**config.mk**
```make
export PLATFORM = sky130hd
export DESIGN_NAME = ber_monitor
export DESIGN_NICKNAME = d
export VERILOG_FILES = /design/src/rtl/ber_pkg.sv /design/src/rtl/ber_ref_delay.sv /design/src/rtl/ber_monitor.sv
export SDC_FILE = /design/constraint.sdc
export NUM_CORES = 1
export LEC_CHECK = 0
export ABC_CLOCK_PERIOD_IN_PS = 7900
export CAP_MARGIN = 25
export CORE_MARGIN = 2
export CORE_UTILIZATION = 51
export DETAILED_ROUTE_END_ITERATION = 8
export GPL_ROUTABILITY_DRIVEN = 0
export HOLD_SLACK_MARGIN = 0.02
export PLACE_DENSITY_LB_ADDON = 0.12
export SLEW_MARGIN = 10
export SYNTH_ARGS = -nofsm -noshare
export SYNTH_HDL_FRONTEND = slang
export SYNTH_HIERARCHICAL = 1
export SYNTH_SLANG_ARGS = --single-unit
```
**constraint.sdc**
```tcl
create_clock -name clock -period 7.9 [get_ports clock]
set_input_delay 1.185 -clock clock [delete_from_list [all_inputs] [get_ports clock]]
set_output_delay 1.185 -clock clock [all_outputs]
set_load 0.05 [all_outputs]
```
**src/rtl/ber_pkg.sv**
```systemverilog
// ber_pkg: shared widths plus popcount and saturating-add helpers for the BER monitor
package ber_pkg;
    localparam int MAX_W  = 32;
    localparam int PC_W   = 6;
    localparam int FILL_W = 4;

    function automatic logic [PC_W-1:0] popcount(input logic [MAX_W-1:0] v);
        logic [PC_W-1:0] c;
        c = '0;
        for (int i = 0; i < MAX_W; i++) c = c + PC_W'(v[i]);
        return c;
    endfunction

    function automatic logic [MAX_W-1:0] sat_add(input logic [MAX_W-1:0] a, input logic [MAX_W-1:0] b,
                                                 input logic [MAX_W-1:0] max);
        logic [MAX_W:0] s;
        s = {1'b0, a} + {1'b0, b};
        return (s > {1'b0, max}) ? max : s[MAX_W-1:0];
    endfunction
endpackage

```
**src/rtl/ber_ref_delay.sv**
```systemverilog
// ber_ref_delay: sample-enabled reference delay line with fill tracking
module ber_ref_delay import ber_pkg::*; #(
    parameter int WIDTH = 24,
    parameter int DELAY = 0
) (
    input  logic             clock,
    input  logic             reset,
    input  logic             clear,
    input  logic             sample,
    input  logic [WIDTH-1:0] din,
    output logic [WIDTH-1:0] ref_word,
    output logic             ref_valid
);
    localparam logic [FILL_W-1:0] FILL_MAX = FILL_W'(DELAY);

    logic [FILL_W-1:0] fill;

    // count samples until the delay line holds DELAY valid entries
    always_ff @(posedge clock or posedge reset)
        if (reset) fill <= '0;
        else if (clear) fill <= '0;
        else if (sample && fill != FILL_MAX) fill <= fill + 1'b1;

    assign ref_valid = sample && fill == FILL_MAX;

    if (DELAY == 0) begin : g_bypass
        assign ref_word = din;
    end else begin : g_line
        logic [WIDTH-1:0] line [DELAY];

        // shift a new reference word in on every accepted sample
        always_ff @(posedge clock or posedge reset)
            if (reset) for (int i = 0; i < DELAY; i++) line[i] <= '0;
            else if (clear) for (int i = 0; i < DELAY; i++) line[i] <= '0;
            else if (sample) begin
                line[0] <= din;
                for (int i = 1; i < DELAY; i++) line[i] <= line[i-1];
            end

        assign ref_word = line[DELAY-1];
    end
endmodule

```
**src/rtl/ber_monitor.sv**
```systemverilog
// ber_monitor: edge-sampled bit-error-rate monitor with saturating and windowed counters
module ber_monitor import ber_pkg::*; #(
    parameter int WIDTH  = 24,
    parameter int CNT_W  = 16,
    parameter int DELAY  = 0,
    parameter int WINDOW = 0
) (
    input  logic             clock,
    input  logic             reset,
    input  logic             enable,
    input  logic             clear,
    input  logic             change,
    input  logic [WIDTH-1:0] pattern1,
    input  logic [WIDTH-1:0] pattern2,
    output logic [CNT_W-1:0] errors,
    output logic [CNT_W-1:0] words,
    output logic             error_flag,
    output logic             word_error,
    output logic [CNT_W-1:0] window_errors,
    output logic             window_valid
);
    localparam logic [CNT_W-1:0] MAX_CNT  = '1;
    localparam logic [31:0]      WIN_LAST = (WINDOW > 0) ? 32'(WINDOW - 1) : '0;

    logic             change_d, sample, ref_valid, cmp_valid, win_close;
    logic [WIDTH-1:0] ref_word, diff;
    logic [PC_W-1:0]  pc;
    logic [CNT_W-1:0] errors_next, words_next, win_acc, win_acc_next;
    logic [31:0]      win_cnt;

    assign sample = enable & change & ~change_d;

    ber_ref_delay #(.WIDTH(WIDTH), .DELAY(DELAY)) u_delay (
        .clock(clock), .reset(reset), .clear(clear), .sample(sample),
        .din(pattern1), .ref_word(ref_word), .ref_valid(ref_valid)
    );

    // previous strobe level for rising-edge detection, independent of enable
    always_ff @(posedge clock or posedge reset)
        if (reset) change_d <= 1'b0;
        else change_d <= change;

    // stage 1: capture the bit difference of an aligned compare
    always_ff @(posedge clock or posedge reset)
        if (reset) begin
            cmp_valid <= 1'b0;
            diff      <= '0;
        end else if (clear) begin
            cmp_valid <= 1'b0;
            diff      <= '0;
        end else begin
            cmp_valid <= ref_valid;
            if (ref_valid) diff <= ref_word ^ pattern2;
        end

    assign pc           = popcount(MAX_W'(diff));
    assign errors_next  = CNT_W'(sat_add(MAX_W'(errors), MAX_W'(pc), MAX_W'(MAX_CNT)));
    assign words_next   = CNT_W'(sat_add(MAX_W'(words), 32'd1, MAX_W'(MAX_CNT)));
    assign win_acc_next = CNT_W'(sat_add(MAX_W'(win_acc), MAX_W'(pc), MAX_W'(MAX_CNT)));
    assign win_close    = (WINDOW > 0) && cmp_valid && win_cnt == WIN_LAST;

    // stage 2: accumulate totals and close measurement windows
    always_ff @(posedge clock or posedge reset)
        if (reset) begin
            errors <= '0; words <= '0; error_flag <= 1'b0; word_error <= 1'b0;
            window_errors <= '0; window_valid <= 1'b0; win_acc <= '0; win_cnt <= '0;
        end else if (clear) begin
            errors <= '0; words <= '0; error_flag <= 1'b0; word_error <= 1'b0;
            window_errors <= '0; window_valid <= 1'b0; win_acc <= '0; win_cnt <= '0;
        end else begin
            window_valid <= win_close;
            if (cmp_valid) begin
                errors     <= errors_next;
                words      <= words_next;
                word_error <= pc != '0;
                error_flag <= error_flag | (errors_next == MAX_CNT);
                if (WINDOW > 0) begin
                    win_acc <= win_close ? '0 : win_acc_next;
                    win_cnt <= win_close ? '0 : win_cnt + 32'd1;
                    if (win_close) window_errors <= win_acc_next;
                end
            end
        end
endmodule

```
==> reports/metrics.cfg <==
[setup_path]
end_kind = flop
r2r_end = errors[14]
critPathLaunchType = flop
rrSetupSlack_ns = 1.98
cp_data_required_time_ns = 8.17
r2r.worst_path.cells = 17
r2r-start = diff[17]
crit_type = flop to flop
path_max_fanout = 9
crit_arrival_ns = 6.18

[floorplan]
die_area_mm2 = 0.00950
io_pins = 104
rows = 34
core_area_mm2 = 0.00859
die_h_um = 97.5
start_util = 0.519
die_x_um = 97.5

[worst_hold_path]
min_path_cells = 1
holdPathEnd = words[13]
hold_start = words[13]
worstHoldPathType = flop to flop

[global_route]
grt_start_max_net_pins = 67
gr-total-overflow = 0
antenna_found_initial = 0
grt_usage = 0.198
grt_pass1_vias = 3355
grt_pass1_wl_mm = 15.5

[place]
preCtsSetupSlack_ns = 1.98
dp_cells = 631
dpl_cell_area_mm2 = 0.00515
port_buffers = 86
hpwl_mm = 6.55

[clocking]
clk_latency_ns = 0.35
clkTransAtPathRegs_ns = 0.07
cts_setup_buffers = 0
cts.sinks = 64
clk_path_buf_depth = 2
cts.htree.levels = 3
cts_root_buf = clkbuf_8
cts_tree = done
cts_resized = 0
cts_buffers = 9
cts_hold_buf = 0

[route]
via_per_inst = 5.39
dr.pass1.iters = 4
wirelength_mm = 9.09
initialDrtViolationCount = 163
dr_total_vias = 3488
drc = 0
wl_per_cell_um = 14.1
ant_nets = 0

[sta]
rsz0062_at_grt = no
whs_ns = 0.521
worst_pin_slew_ns = 0.838
finalWorstSetupSlack_ns = 1.98
fin_crit_ns = 5.92
setup_violations = 0
finalCritPeriodShare = 0.749
fin_skew_ns = 0.00950
fin_setup_tns_ns = 0
fmax_ghz = 0.169
finalMaxSlewViolations = 0
finalHoldViolCount = 0
slew_headroom = 0.441

[cells_and_area]
syn2layout_area_growth_pct = 19.6
instances_no_fill = 647
nFillCells = 749
stdcell_area_mm2 = 0.00533
fin_nets = 620
drive_above_1_share = 0.0612
n_antenna_cell = 0

[synth]
synth-edff-count = 0
synth.largest_area_cell = dfrtp_1
dominantRegCellSynth = dfrtp_1
synth_seq_cells = 64
avgSynthCellArea_um2 = 9.32
synth_area_mm2 = 0.00446
ys_seq_area_frac = 0.359
yosysWarningCount = 6
postSynthCellCount = 478
synth_cell_types = 55
netlist_top_cells_area = dfrtp_1, fa_1, buf_4, a211oi_1, xnor2_1
netlist.area_leader.share = 0.359
ys_async_sr_fraction = 1.00

[pwr]
vdd_ir_drop_max_mv = 0.0977
power.density_mw_per_mm2 = 162
p_leak_nw = 2.28

[job]
max-cap-violations = 0

[run_status]
run_status = completed

[cells by family (layout without fill, tap and decap cells)]
kind of cell | Yosys count | after routing | synth area share
AOI/OAI and AO/OA | 95 | 95 | 0.155
xor gates and xnor gates | 30 | 30 | 0.0590
muxes | 5 | 5 | 0.0124
adders and majority gates | 33 | 33 | 0.123
other | 1 | 17 | 0.000841
DFF | 64 | 64 | 0.359
buffers and inverters | 107 | 152 | 0.125
and+or+nand+nor | 143 | 143 | 0.166
[per-layer routing]
layer | global-route usage | share of wire | vias up
met1 | 0.259 | 0.44 | 1665
met3 | 0.0496 | 0.049 | 17
met2 | 0.323 | 0.49 | 108
li1 | - | - | 1698
met4 | 0.0694 | 0.022 | 0
met5 | 0 | 0 | -
[power by group]
group | switching, W | total [W] | internal [W]
logic | 0.000144 | 0.000250 | 0.000106
clock network | 0.000127 | 0.000271 | 0.000145
registers | 0.00000603 | 0.000342 | 0.000336
[synthesized netlist by cell type (all sizes together) (7+ instances only)]
| cell | number |
|---|---|
| dfrtp | 64 |
| nor2 | 60 |
| inv | 47 |
| buf | 44 |
| a211oi | 36 |
| xnor2 | 26 |
| nand2 | 23 |
| fa | 18 |
| a21oi | 16 |
| clkbuf | 16 |
| ha | 15 |
| a31oi | 9 |
| and4 | 9 |
| and3 | 8 |
| nand3 | 8 |
| nor3 | 8 |
| o21ai | 8 |
| a311oi | 7 |
[through the flow]
step                 util  power (W)
detailed placement  0.599   0.000600
CTS                 0.620   0.000873
global placement    0.599   0.000592
global route        0.620   0.000919
finish              0.620   0.000863
floorplan               -   0.000543
[flip-flops by register name, summed over array words and instances, names as in the netlist]
signal / count
word_error: 1
change_d: 1
error_flag: 1
words: 16
u_delay/fill: 4
errors: 16
diff: 24
cmp_valid: 1
[critical path, cell delays in order (launching register included)]
cell and delay, ns:
dfrtp_1 0.40, fa_1 0.53, inv_1 0.05, fa_1 0.47, fa_1 0.52, fa_1 0.43
fa_1 0.49, inv_1 0.04, ha_1 0.20, fa_1 0.42, a21o_1 0.18, a21o_1 0.19
ha_1 0.44, o211ai_1 0.24, a2111oi_1 0.79, a41o_1 0.17, a21oi_1 0.08, a211oi_2 0.19
[placed cells by master (no fill, tap or decap), types with 4 or more instances in the layout]
cell             Yosys  final
clkdlybuf4s50_1      0     85
dfrtp_1             64     64
nor2_1              60     60
inv_1               47     46
a211oi_1            33     33
xnor2_1             26     26
nand2_1             23     23
fa_1                18     18
conb_1               1     17
a21oi_1             15     15
ha_1                15     15
a31oi_1              9      9
clkbuf_8             0      9
nand3_1              8      8
o21ai_0              8      8
and3_1               7      7
and4_1               7      7
a311oi_1             7      7
nor3_1               7      7
nand4_1              5      5
xor2_1               4      4
nand2b_1             4      4
mux2i_1              4      4
a21o_1               4      4
[area by class of cell]
class,count,area [um2],area share
Timing Repair Buffer,89,878,0.165
Sequential cell,64,1600,0.300
Tap cell,108,135,0.0254
Clock inverter,4,45.0,0.00845
Clock buffer,12,135,0.0254
Inverter,47,176,0.0331
Multi-Input combinational cell,323,2360,0.442
[worst max-delay path by stage]
stage	slack, ns	depth (start not counted)	to	from
finish	1.98	17	errors[14]	diff[17]
global route	1.74	17	errors[14]	diff[17]
CTS	1.98	17	errors[14]	diff[17]
detailed placement	1.98	17	errors[14]	diff[17]
global placement	2.14	17	errors[14]	diff[17]
floorplan	2.38	18	errors[14]	diff[0]
(Power assumes the default switching activity.)
==> RTL edit 1: new RTL, same flow settings <==
Register the output `errors` once more, with the module's reset; this adds one clock of latency there. The other outputs are not delayed to match.
--- a/src/rtl/ber_monitor.sv
+++ b/src/rtl/ber_monitor.sv
@@ -22,4 +22,6 @@
     localparam logic [CNT_W-1:0] MAX_CNT  = '1;
     localparam logic [31:0]      WIN_LAST = (WINDOW > 0) ? 32'(WINDOW - 1) : '0;
+
+    logic [CNT_W-1:0] errors_s0;
 
     logic             change_d, sample, ref_valid, cmp_valid, win_close;
@@ -55,5 +57,5 @@
 
     assign pc           = popcount(MAX_W'(diff));
-    assign errors_next  = CNT_W'(sat_add(MAX_W'(errors), MAX_W'(pc), MAX_W'(MAX_CNT)));
+    assign errors_next  = CNT_W'(sat_add(MAX_W'(errors_s0), MAX_W'(pc), MAX_W'(MAX_CNT)));
     assign words_next   = CNT_W'(sat_add(MAX_W'(words), 32'd1, MAX_W'(MAX_CNT)));
     assign win_acc_next = CNT_W'(sat_add(MAX_W'(win_acc), MAX_W'(pc), MAX_W'(MAX_CNT)));
@@ -63,13 +65,13 @@
     always_ff @(posedge clock or posedge reset)
         if (reset) begin
-            errors <= '0; words <= '0; error_flag <= 1'b0; word_error <= 1'b0;
+            errors_s0 <= '0; words <= '0; error_flag <= 1'b0; word_error <= 1'b0;
             window_errors <= '0; window_valid <= 1'b0; win_acc <= '0; win_cnt <= '0;
         end else if (clear) begin
-            errors <= '0; words <= '0; error_flag <= 1'b0; word_error <= 1'b0;
+            errors_s0 <= '0; words <= '0; error_flag <= 1'b0; word_error <= 1'b0;
             window_errors <= '0; window_valid <= 1'b0; win_acc <= '0; win_cnt <= '0;
         end else begin
             window_valid <= win_close;
             if (cmp_valid) begin
-                errors     <= errors_next;
+                errors_s0  <= errors_next;
                 words      <= words_next;
                 word_error <= pc != '0;
@@ -82,4 +84,12 @@
             end
         end
+    always_ff @(posedge clock or posedge reset) begin
+        if (reset) begin
+            errors <= '0;
+        end else begin
+            errors <= errors_s0;
+        end
+    end
+
 endmodule
 
Behaviour: not the same (Yosys sat finds a counterexample within 4 cycles, from zero or initial values and one cycle with reset high).
==> RTL edit 1 against the unedited design <==
Die area is 12% higher; synthesized area rose by 13%; routed wire length increased by 7.6%; critical path depth unchanged; sequential cell count is 16 higher; worst setup slack worse by 0.14 ns; sequential share of layout area increased by 3.2 points; non-clock buffer count increased by 1; power grew 22%; final area is 13% higher; global-route usage is 0.070 points lower; highest routed layer unchanged.
==> RTL edit 1: results (changes against the unedited design) <==
largest net degree at the start of global routing=77 (was 67); cell with the largest stage delay on the worst path=fa_1 (was a2111oi_1); post-route clock skew=0.00945 ns (was 0.00950 ns); switching share of power=29.9% (was 32.0%); Reg clk slew, reported paths=0.09 ns (was 0.07 ns); multi-input logic cell count=335 (was 323); pre-CTS WS=1.87 ns (was 1.98 ns); fraction of final layout cells sized beyond drive strength 1=6.62% (was 6.12%); P_leak=2.57 nW (was 2.28 nW); share of the final layout cell area in multi-input gates=41.2% (was 44.2%); met2 WL post-DR=4.92 mm (was 4.43 mm); layout buffer count excluding clock buffers=90 (was 89); Critical Path Max Stage Delay=0.57 ns (was 0.79 ns); ClkCell Share=4.14% (was 3.38%); GRT met1 Usage=25.0% (was 25.9%); met3 demand-to-capacity share in global routing=3.23% (was 4.96%); hold-critical path depth=0 (was 1); reg2reg start=diff[11] (was diff[17]); met2 Usage GRT=33.7% (was 32.3%); sequential cell count of the final layout=80 (was 64); combinational family with the most area after synthesis=compound AO/OA/AOI/OAI gates (was simple AND/OR/NAND/NOR gates); main area contributors after synthesis=dfrtp_1 (40%), fa_1 (7.2%), buf_4 (6.1%) (was dfrtp_1 (36%), fa_1 (8.1%), buf_4 (6.9%)); Total GRT Usage=19.8% (about the same); launch instance of the worst min-delay path=errors_s0[0] (was words[13]); storage element area=0.00200 mm² (was 0.00160 mm²); inverter count=53 (was 47); parity-gate share of the synthesized area counting xor and xnor cells=5.39% (was 5.90%); Non-clock buffering overhead=15.4% (was 16.5%); slack of the worst reg-to-reg path=1.84 ns (was 1.98 ns); share of cell area taken by muxes after synthesis=1.09% (was 1.24%); number of distinct standard cells referenced by the synthesized netlist=66 (was 55); compound-gate portion of the synthesized area=16.6% (was 15.5%); Critical Path Fanout Max=10 (was 9); Layout fillers=844 (was 749); final-stage net count=655 (was 620); first-pass GRT wire length=16.7 mm (was 15.5 mm); Starting DRT DRC Count=118 (was 163); wire length on met1=4.19 mm (was 4.02 mm); DR WL met3=496 µm (was 442 µm); capturing point of the worst reg2reg path=error_flag (was errors[14]); status=completed (unchanged); transition time of the tightest slew-check pin=0.820 ns (was 0.838 ns); iteration count of the initial detailed-routing pass=5 (was 4); Clock Buffer Count=9 (was 12); adder-cell share of the synthesized area=10.9% (was 12.3%)
-- RTL edit 1: cell types whose count changed in the layout (fill, tap and decap cells not counted), sizes merged, moves of 3 or more --
cell	unedited run	this run
and2	5	8
dfrtp	64	80
and3	8	11
nor2	60	51
clkbuf	12	9
o221a	0	3
inv	47	55
nand3	8	12
and4	9	1
o2111ai	1	4
nand2	23	19
a311oi	7	10
-- RTL edit 1: power groups by stage --
stage / clock [mW] / combinational (mW) / sequential [mW]
global route: 0.399 / 0.290 / 0.427
floorplan: 0 / 0.186 / 0.438
CTS: 0.384 / 0.253 / 0.426
detailed placement: 0 / 0.249 / 0.434
finish: 0.374 / 0.251 / 0.425
global placement: 0 / 0.238 / 0.433
-- RTL edit 1: worst max-delay path by stage --
| stage | startpoint | endpoint | slack, ns |
|---|---|---|---|
| final | diff[11] | error_flag | 1.84 |
| after global routing | diff[1] | error_flag | 1.48 |
| after CTS | diff[11] | error_flag | 1.83 |
| after detailed placement | diff[11] | error_flag | 1.87 |
| after global placement | diff[17] | error_flag | 2.00 |
| after floorplan | diff[0] | error_flag | 2.25 |
-- RTL edit 1: kinds of logic (layout without fill, tap and decap cells) --
logic type / after synthesis / count (layout)
buffers and inverters: 119 / 159
other: 1 / 17
adder cells (fa/ha/maj): 33 / 33
flip-flops: 80 / 80
multiplexers: 5 / 5
XOR/XNOR: 31 / 31
AO/OA/AOI/OAI: 111 / 111
AND/OR/NAND/NOR: 138 / 138
-- RTL edit 1: metrics by stage --
stage               std cells  utilization, %  hold slack [ns]  area (µm²)
floorplan                 534               -            0.349        5090
global placement          689            59.0            0.395        5720
detailed placement        690            59.3            0.399        5740
CTS                       706            61.9            0.420        5990
global route              707            62.2            0.433        6020
finish                    707            62.2            0.420        6020
==> RTL edit 2: new RTL, same flow settings <==
Without the edit above. Set the package constant `MAX_W` to 28 (it was 32).
--- a/src/rtl/ber_pkg.sv
+++ b/src/rtl/ber_pkg.sv
@@ -1,5 +1,5 @@
 // ber_pkg: shared widths plus popcount and saturating-add helpers for the BER monitor
 package ber_pkg;
-    localparam int MAX_W  = 32;
+    localparam int MAX_W  = 28;
     localparam int PC_W   = 6;
     localparam int FILL_W = 4;
Behaviour: unchanged (Yosys induction, for registers that start in step).
==> RTL edit 2 against the unedited design <==
Final cell count grew 6.3%; final area grew 3.7%; die area up 4.8%; routed wire length grew 7.6%; sequential cell count is the same; first-iteration DRC count is 2.5% higher; synthesized area up 5.1%; critical path type unchanged; power increased by 0.44%; critical endpoint is now errors[4]; worst setup slack improved by 0.048 ns.
==> RTL edit 2: results (changes against the unedited design) <==
Non-clock buffering overhead=15.9% (was 16.5%); peak supply drop=0.0773 mV (was 0.0977 mV); average detailed-routed wire length per instance=14.2 µm (was 14.1 µm); count of vias placed by the detailed router=3,770 (was 3,488); depth of the worst register-to-register path=18 (was 17); Starting DRT DRC Count=167 (was 163); launch instance of the worst min-delay path=word_error (was words[13]); post-detail-place hpwl=7.12 mm (was 6.55 mm); largest net degree at the start of global routing=68 (was 67); iteration count of the initial detailed-routing pass=5 (was 4); hold-critical path depth=2 (was 1); fraction of final layout cells sized beyond drive strength 1=5.52% (was 6.12%); main area contributors after synthesis=dfrtp_1 (34%), fa_1 (7.7%), buf_4 (6.7%) (was dfrtp_1 (36%), fa_1 (8.1%), buf_4 (6.9%)); post-route clock skew=0.00782 ns (was 0.00950 ns); post-placement cell count=672 (was 631); first-pass GRT wire length=16.5 mm (was 15.5 mm); slack of the worst reg-to-reg path=2.03 ns (was 1.98 ns); capturing point of the worst reg2reg path=errors[4] (was errors[14]); Critical Path Fanout Max=7 (was 9); Switching Power=0.279 mW (was 0.276 mW); Total GRT Usage=20.3% (was 19.8%); status=completed (unchanged); power density of the placed cells=157 mW/mm² (was 162 mW/mm²); arrival time reported for the critical path endpoint=6.10 ns (was 6.18 ns); combined area of the multi-input logic cells=0.00253 mm² (was 0.00236 mm²); list of most frequent post-synthesis cells=nor2_1 (66), dfrtp_1 (64), inv_1 (53) (was dfrtp_1 (64), nor2_1 (60), inv_1 (47)); parity-gate share of the synthesized area counting xor and xnor cells=5.99% (was 5.90%); compound-gate portion of the synthesized area=16.4% (was 15.5%); inverter count=53 (was 47); Post-Place Cell Area=0.00535 mm² (was 0.00515 mm²); mean instance size in the synthesized netlist=8.95 µm² (was 9.32 µm²); P_leak=2.25 nW (was 2.28 nW); pre-CTS WS=2.05 ns (was 1.98 ns); hold slack=0.554 ns (was 0.521 ns); share of cell area taken by muxes after synthesis=1.20% (was 1.24%); number of distinct standard cells referenced by the synthesized netlist=56 (was 55); transition time of the tightest slew-check pin=0.791 ns (was 0.838 ns); clock latency at the later pin of the worst-skew pair=0.33 ns (was 0.35 ns)
RTL edit 2: how the worst max path moves through the flow:
stage                         from   endpoint  slack [ns]  cells after the start
after floorplan            diff[0]  errors[6]        2.62                     17
after global placement     diff[0]  errors[3]        2.28                     17
after detailed placement   diff[0]  errors[4]        2.05                     18
after CTS                  diff[0]  errors[4]        2.06                     18
after global routing       diff[0]  errors[4]        1.69                     18
final                     diff[17]  errors[4]        2.03                     18
RTL edit 2: routing by layer:
layer | share of wire (%) | GRT usage (%) | vias up
met4 | 0.79 | 7.38 | 0
met3 | 6.2 | 2.99 | 7
met2 | 48 | 31.9 | 154
met1 | 45 | 28.8 | 1752
met5 | 0 | 0 | -
li1 | - | - | 1857
RTL edit 2: power groups by stage:
stage / sequential (mW) / combinational, mW / clock [mW]
floorplan: 0.352 / 0.190 / 0
global placement: 0.348 / 0.247 / 0
detailed placement: 0.348 / 0.256 / 0
CTS: 0.342 / 0.258 / 0.279
global route: 0.343 / 0.291 / 0.294
finish: 0.341 / 0.254 / 0.271
